[src/rtl/error_calculation_pkg.sv]
// Shared definitions for the best-candidate tracker: exception-class
// encoding of the 34-bit word, word width and the +infinity word.
package error_calculation_pkg;

  localparam int ELEMENT_WIDTH_DEF = 32;
  localparam int EXTRA_DEF         = 2;
  localparam int W                 = EXTRA_DEF + ELEMENT_WIDTH_DEF;

  // Exception class prefix. The encoding doubles as the magnitude rank:
  // zero < normal < infinity, with NaN sorting above everything.
  localparam logic [1:0] EXN_ZERO   = 2'b00;
  localparam logic [1:0] EXN_NORMAL = 2'b01;
  localparam logic [1:0] EXN_INF    = 2'b10;
  localparam logic [1:0] EXN_NAN    = 2'b11;

  localparam logic [W-1:0] POS_INF = {EXN_INF, 32'h7F80_0000};

endpackage

[src/rtl/error_calculation_mag_less.sv]
// fp_mag_less: combinational |a| < |b| for the {exn, sign, exp, frac} word.
// Sign is ignored; classes order zero < normal < inf (< NaN); only two
// normals look at {exp, frac}. Equal magnitudes return 0.
module fp_mag_less
  import error_calculation_pkg::*;
#(
  parameter int ELEMENT_WIDTH = 32,
  parameter int Extra         = 2
) (
  input  logic [Extra+ELEMENT_WIDTH-1:0] a,
  input  logic [Extra+ELEMENT_WIDTH-1:0] b,
  output logic                           less
);
  localparam int WW = Extra + ELEMENT_WIDTH;

  logic [1:0]               exn_a, exn_b;
  logic [ELEMENT_WIDTH-2:0] mag_a, mag_b;
  logic                     unused_sign;

  assign exn_a       = a[WW-1 -: 2];
  assign exn_b       = b[WW-1 -: 2];
  assign mag_a       = a[ELEMENT_WIDTH-2:0];
  assign mag_b       = b[ELEMENT_WIDTH-2:0];
  assign unused_sign = a[ELEMENT_WIDTH-1] ^ b[ELEMENT_WIDTH-1];

  // Class rank first; the payload only matters between two normals.
  always_comb begin
    less = 1'b0;
    if (exn_a != exn_b)          less = (exn_a < exn_b);
    else if (exn_a == EXN_NORMAL) less = (mag_a < mag_b);
  end

endmodule

[src/rtl/error_calculation.sv]
// Best-candidate tracker. Weight batches stream in one per clock against a
// free-running batch counter; on the last batch the live error is compared
// with the stored best and, if strictly smaller in magnitude, the assembled
// weight vector and error are latched. Outputs are pure registers.
module error_calculation
  import error_calculation_pkg::*;
#(
  parameter int ELEMENT_WIDTH         = 32,
  parameter int Extra                 = 2,
  parameter int Num_Unknowns          = 2,
  parameter int Num_Unknown_Per_Batch = 1
) (
  input  logic                                                clk,
  input  logic                                                rst,
  input  logic [Extra+ELEMENT_WIDTH-1:0]                      current_err,
  input  logic [(Extra+ELEMENT_WIDTH)*Num_Unknown_Per_Batch-1:0] current_weights,
  output logic [(Extra+ELEMENT_WIDTH)*Num_Unknowns-1:0]       Best_weights,
  output logic [Extra+ELEMENT_WIDTH-1:0]                      Best_error
);
  localparam int WW  = Extra + ELEMENT_WIDTH;
  localparam int P   = Num_Unknown_Per_Batch;
  localparam int N   = Num_Unknowns;
  localparam int B   = N / P;
  localparam int BW  = WW * P;
  localparam int BCW = (B > 1) ? $clog2(B) : 1;
  localparam logic [BCW-1:0] BC_LAST = BCW'(B - 1);
  localparam logic [WW-1:0]  RST_ERR = WW'(POS_INF);

  logic [BCW-1:0]        bc;
  logic                  last;
  logic [B-1:0][BW-1:0]  wbuf;
  logic [WW*N-1:0]       cand;
  logic                  cur_less;
  logic                  upd;
  logic                  unused_slot;

  assign last = (bc == BC_LAST);

  // Free-running batch position, wraps after the last batch.
  always_ff @(posedge clk or negedge rst) begin
    if (!rst)      bc <= '0;
    else if (last) bc <= '0;
    else           bc <= bc + 1'b1;
  end

  // Every batch is parked in its slot; only slots 0..B-2 are read back,
  // the last slot is bypassed by the live input.
  always_ff @(posedge clk or negedge rst) begin
    if (!rst) wbuf     <= '0;
    else      wbuf[bc] <= current_weights;
  end

  assign unused_slot = ^wbuf[B-1];

  // Batch 0 lands in the most-significant slice of the candidate.
  for (genvar k = 0; k < B; k++) begin : g_asm
    if (k == B - 1) begin : g_live
      assign cand[BW*(B-1-k) +: BW] = current_weights;
    end else begin : g_buf
      assign cand[BW*(B-1-k) +: BW] = wbuf[k];
    end
  end

  fp_mag_less #(
    .ELEMENT_WIDTH (ELEMENT_WIDTH),
    .Extra         (Extra)
  ) u_cmp (
    .a    (current_err),
    .b    (Best_error),
    .less (cur_less)
  );

  // NaN is excluded explicitly so a NaN can never become the best.
  assign upd = last && (current_err[WW-1 -: 2] != EXN_NAN) && cur_less;

  // Strictly-better candidates replace the stored best; ties keep the old one.
  always_ff @(posedge clk or negedge rst) begin
    if (!rst) begin
      Best_error   <= RST_ERR;
      Best_weights <= '0;
    end else if (upd) begin
      Best_error   <= current_err;
      Best_weights <= cand;
    end
  end

endmodule

[config.mk]
export PLATFORM = sky130hd
export DESIGN_NAME = error_calculation
export DESIGN_NICKNAME = d
export VERILOG_FILES = /design/src/rtl/error_calculation_pkg.sv /design/src/rtl/error_calculation_mag_less.sv /design/src/rtl/error_calculation.sv
export SDC_FILE = /design/constraint.sdc
export NUM_CORES = 1
export LEC_CHECK = 0
export CORE_ASPECT_RATIO = 0.5
export CORE_MARGIN = 1.5
export CORE_UTILIZATION = 48
export CTS_CLUSTER_SIZE = 14
export DETAILED_ROUTE_END_ITERATION = 16
export PLACE_DENSITY = 0.84
export SYNTH_ARGS = -nofsm -noshare
export SYNTH_HDL_FRONTEND = slang
export SYNTH_SLANG_ARGS = --single-unit
[constraint.sdc]
create_clock -name clk -period 2.5 [get_ports clk]
set_input_delay 0.5 -clock clk [delete_from_list [all_inputs] [get_ports clk]]
set_output_delay 0.5 -clock clk [all_outputs]
set_load 0.01 [all_outputs]
==> summary.md <==
| Metric | Value |
|---|---|
| Status | complete, but fails checks |
| First-pass GRT wire length | 52000 um |
| Die H | 101 um |
| CTS root buf | clkbuf_16 |
| Post-Synthesis Mean Instance Area | 8.96 um^2 |
| Worst Path Max Fanout | 23 |
| Area Growth Syn to Fin | 44.4% |
| # nets final | 1318 |
| Largest net degree at the start of global routing | 59 |
| Starting Density | 49.6% |
| Worst EP required | 2750 ps |
| Layout cell share with drive strength beyond 1 | 22.6% |
| Die Wd | 199 um |
| CTS clk-pin slew, worst paths | 80 ps |
| Critical path arrival | 2950 ps |
| Post-route design area | 13400 um^2 |
| Vias in the first global route | 9671 |
| Failing checks | negative setup slack |
| Worst slew pin tran | 573 ps |
| CTS buffer count | 17 |
| Antenna violations before repair | 0 |
| R2r endpoint | Best_weights[14] |
| Max-cap violations | 0 |
| Reg2Reg Depth | 9 |
| Area leader, netlist | dfrtp_1 |
| RSZ-0062 raised after global routing | true |
| Placer Congestion | 0.831 |
| Max Freq | 370 MHz |
| R2r setup slk | -180 ps |
| Cell area after synthesis | 9260 um^2 |
| Mapped Nets | 1135 |
| Critical Path Max Stage Delay | 440 ps |
| Initial DRC count | 1312 |
| I/O pin count | 172 |
| Crit path buffers/inverters | 2 |
| Synth unique cells | 36 |
| Post-route minimum period | 2700 ps |
| CTS tree | built |
| Final hold violations | 0 |
| Mean number of vias per cell | 6.90 |
| Relative slew margins | 61.8% |
| Clock sinks | 137 |
| Placed Area | 11700 um^2 |
| Antenna Nets Post-Route | 0 |
| Type of origin of the critical path | input pin |
| Die ar. | 20200 um^2 |
| Grt total ovfl | 0 |
| Core area | 18700 um^2 |
| Final period utilization | 108% |
| PortBufs | 171 |
| Post-CTS Hold Fix Bufs | 0 |
| First-pass detailed-route iteration total | 6 |
| Setup WS post-layout | -202 ps |
| Max Buffers Root-to-Sink | 2 |
| Syn. warnings | 0 |
| Clock Skew | 19.9 ps |
| Pleak | 5.49 nW |
| Critical Path, Cell by Cell | clkdlybuf4s50_1 > ha_1 > nand4_1 > nor3_1 > a211o_1 > or2_4 > buf_16 > a221oi_2 > o211ai_1 |
| All-Layer GR Usage | 32.4% |
| Utilization after layout | 71.7% |
| Hold Path Class | in -> async |
| Worst Setup Path Type | in -> reg |
| Sequential area share after synthesis | 37.1% |
| # setup viols final | 73 |
| Synth top area cells | dfrtp_1, and3_1, o211ai_1 |
| WL per Instance | 24.1 um |
| Worst reg2reg path startpoint | Best_error[23] |
| N_diodes | 0 |
| # H-tree levels | 4 |
| Post-Synthesis Cells | 1033 |
| FP Rows | 35 |
| Worst vdd ir | 0.826 mV |
| Top delay family on crit path | compound AO/OA/AOI/OAI gates |
| Cell Pwr Density | 1280 nW/um^2 |
| Placed insts | 1421 |
| Post-place setup slack | -521 ps |
| Area share of the largest cell type after synthesis | 34.6% |
| Vias | 10300 |
| Finished Layout Cells | 1488 |
| Later-pin clock latency in the skew report | 430 ps |
| Seq cells post-synth | 137 |
| Post-Route WL | 35900 um |
| Final max-slew violation count | 0 |
| Dpl hpwl | 19500 um |
| Critical Path Sink Type | flop |
| Worst path slowest cell | clkdlybuf4s50_1 |
| # DRC | 0 |
registers in the layout, summed over array words and instances, names as in the netlist:
signal        cells
cand             34
bc                1
Best_error       34
Best_weights     68
logic make-up after synthesis:
kind of cell / Yosys count / share of synthesized area (%)
mux: 34 / 4.14
flops: 137 / 37.1
buf+inv: 160 / 7.76
compound gates: 332 / 26.5
simple gates: 338 / 20.2
fa+ha+maj: 32 / 4.32
power by group:
part / switching, mW / internal (mW) / total [mW] / leakage (nW)
clock network: 1.20 / 1.32 / 2.52 / 0.263
logic: 5.39 / 5.10 / 10.5 / 3.68
registers: 0.940 / 3.22 / 4.16 / 1.55
total: 7.53 / 9.64 / 17.2 / 5.49
repair_timing:
action	in CTS	in global routing
setup buffers	12	6
gates resized for setup	47	56
pin swaps	20	14
endpoints found under the hold margin	0	0
gates cloned	5	13
endpoints found under the setup margin	101	102
synth_stat cells:
master and instances:
o21ai_1 1, o21ai_0 77, dfrtp_1 128, nand4_1 5, buf_1 5, buf_2 34, a221oi_2 9, ha_1 32
or2_1 1, o21a_1 1, nor2b_1 3, a21oi_1 14, o2bb2ai_1 1, o211ai_1 131, nor3_1 2, or2_2 1
a221oi_1 63, nor4_1 1, inv_2 1, a211o_1 1, nor2_1 37, a21boi_0 1, buf_6 9, nand3_1 102
inv_1 33, clkbuf_1 76, or3_1 2, buf_4 2, nand2_1 10, a21boi_1 1, a311oi_1 30, a41oi_1 2
and3_1 172, and2_1 2, dfstp_2 9, mux2_2 34
cell type report:
class	instances	area, um^2
Inverter	34	128
Tap cell	259	324
Multi-Input combinational cell	736	5630
Clock inverter	14	133
Clock buffer	18	429
Sequential cell	137	3440
Fill cell	1287	5290
Timing Repair Buffer	290	3290
cells in the final DEF (no fill, tap or decap), drive strengths merged, types with 3 or more instances in the layout:
cell type	instances
and3	172
clkdlybuf4s50	163
o211ai	131
dfrtp	128
buf	109
nand3	102
o21ai	78
a221oi	72
inv	42
nor2	37
mux2	34
ha	32
a311oi	30
clkbuf	29
a21oi	14
nand2	10
dfstp	9
nand4	5
clkinvlp	4
dlygate4sd2	4
nor2b	3
dlymetal6s2s	3
through the flow:
step / hold slack [ps] / total power, mW / setup TNS (ps)
after floorplan: 204 / 9.33 / 0
after global placement: 422 / 12.8 / -47660
after detailed placement: 448 / 13.3 / -48650
after CTS: 21.2 / 16.2 / -804
after global routing: 24.6 / 18.1 / -10620
final: 7.66 / 17.2 / -2510
per-layer routing:
metal | global-route usage, % | wire length [um] | part of all wire [%] | vias to the layer above
li1 | - | - | - | 4412
met1 | 44.2 | 14500 | 40 | 5032
met2 | 52.8 | 16700 | 46 | 697
met3 | 5.09 | 3560 | 9.9 | 130
met4 | 11.6 | 1180 | 3.3 | 0
met5 | 0 | 0 | 0 | -
how the worst max path moves through the flow:
stage,startpoint,end,slack [ps],depth (start not counted)
after CTS,current_err[18],Best_weights[14],-60,9
after global placement,current_err[29],Best_error[16],-500,10
after floorplan,Best_error[33],Best_error[12],6,12
final,current_err[21],Best_weights[14],-200,9
after global routing,Best_error[23],Best_weights[27],-260,9
after detailed placement,current_err[29],Best_weights[14],-520,9
(Power assumes the default switching activity.)
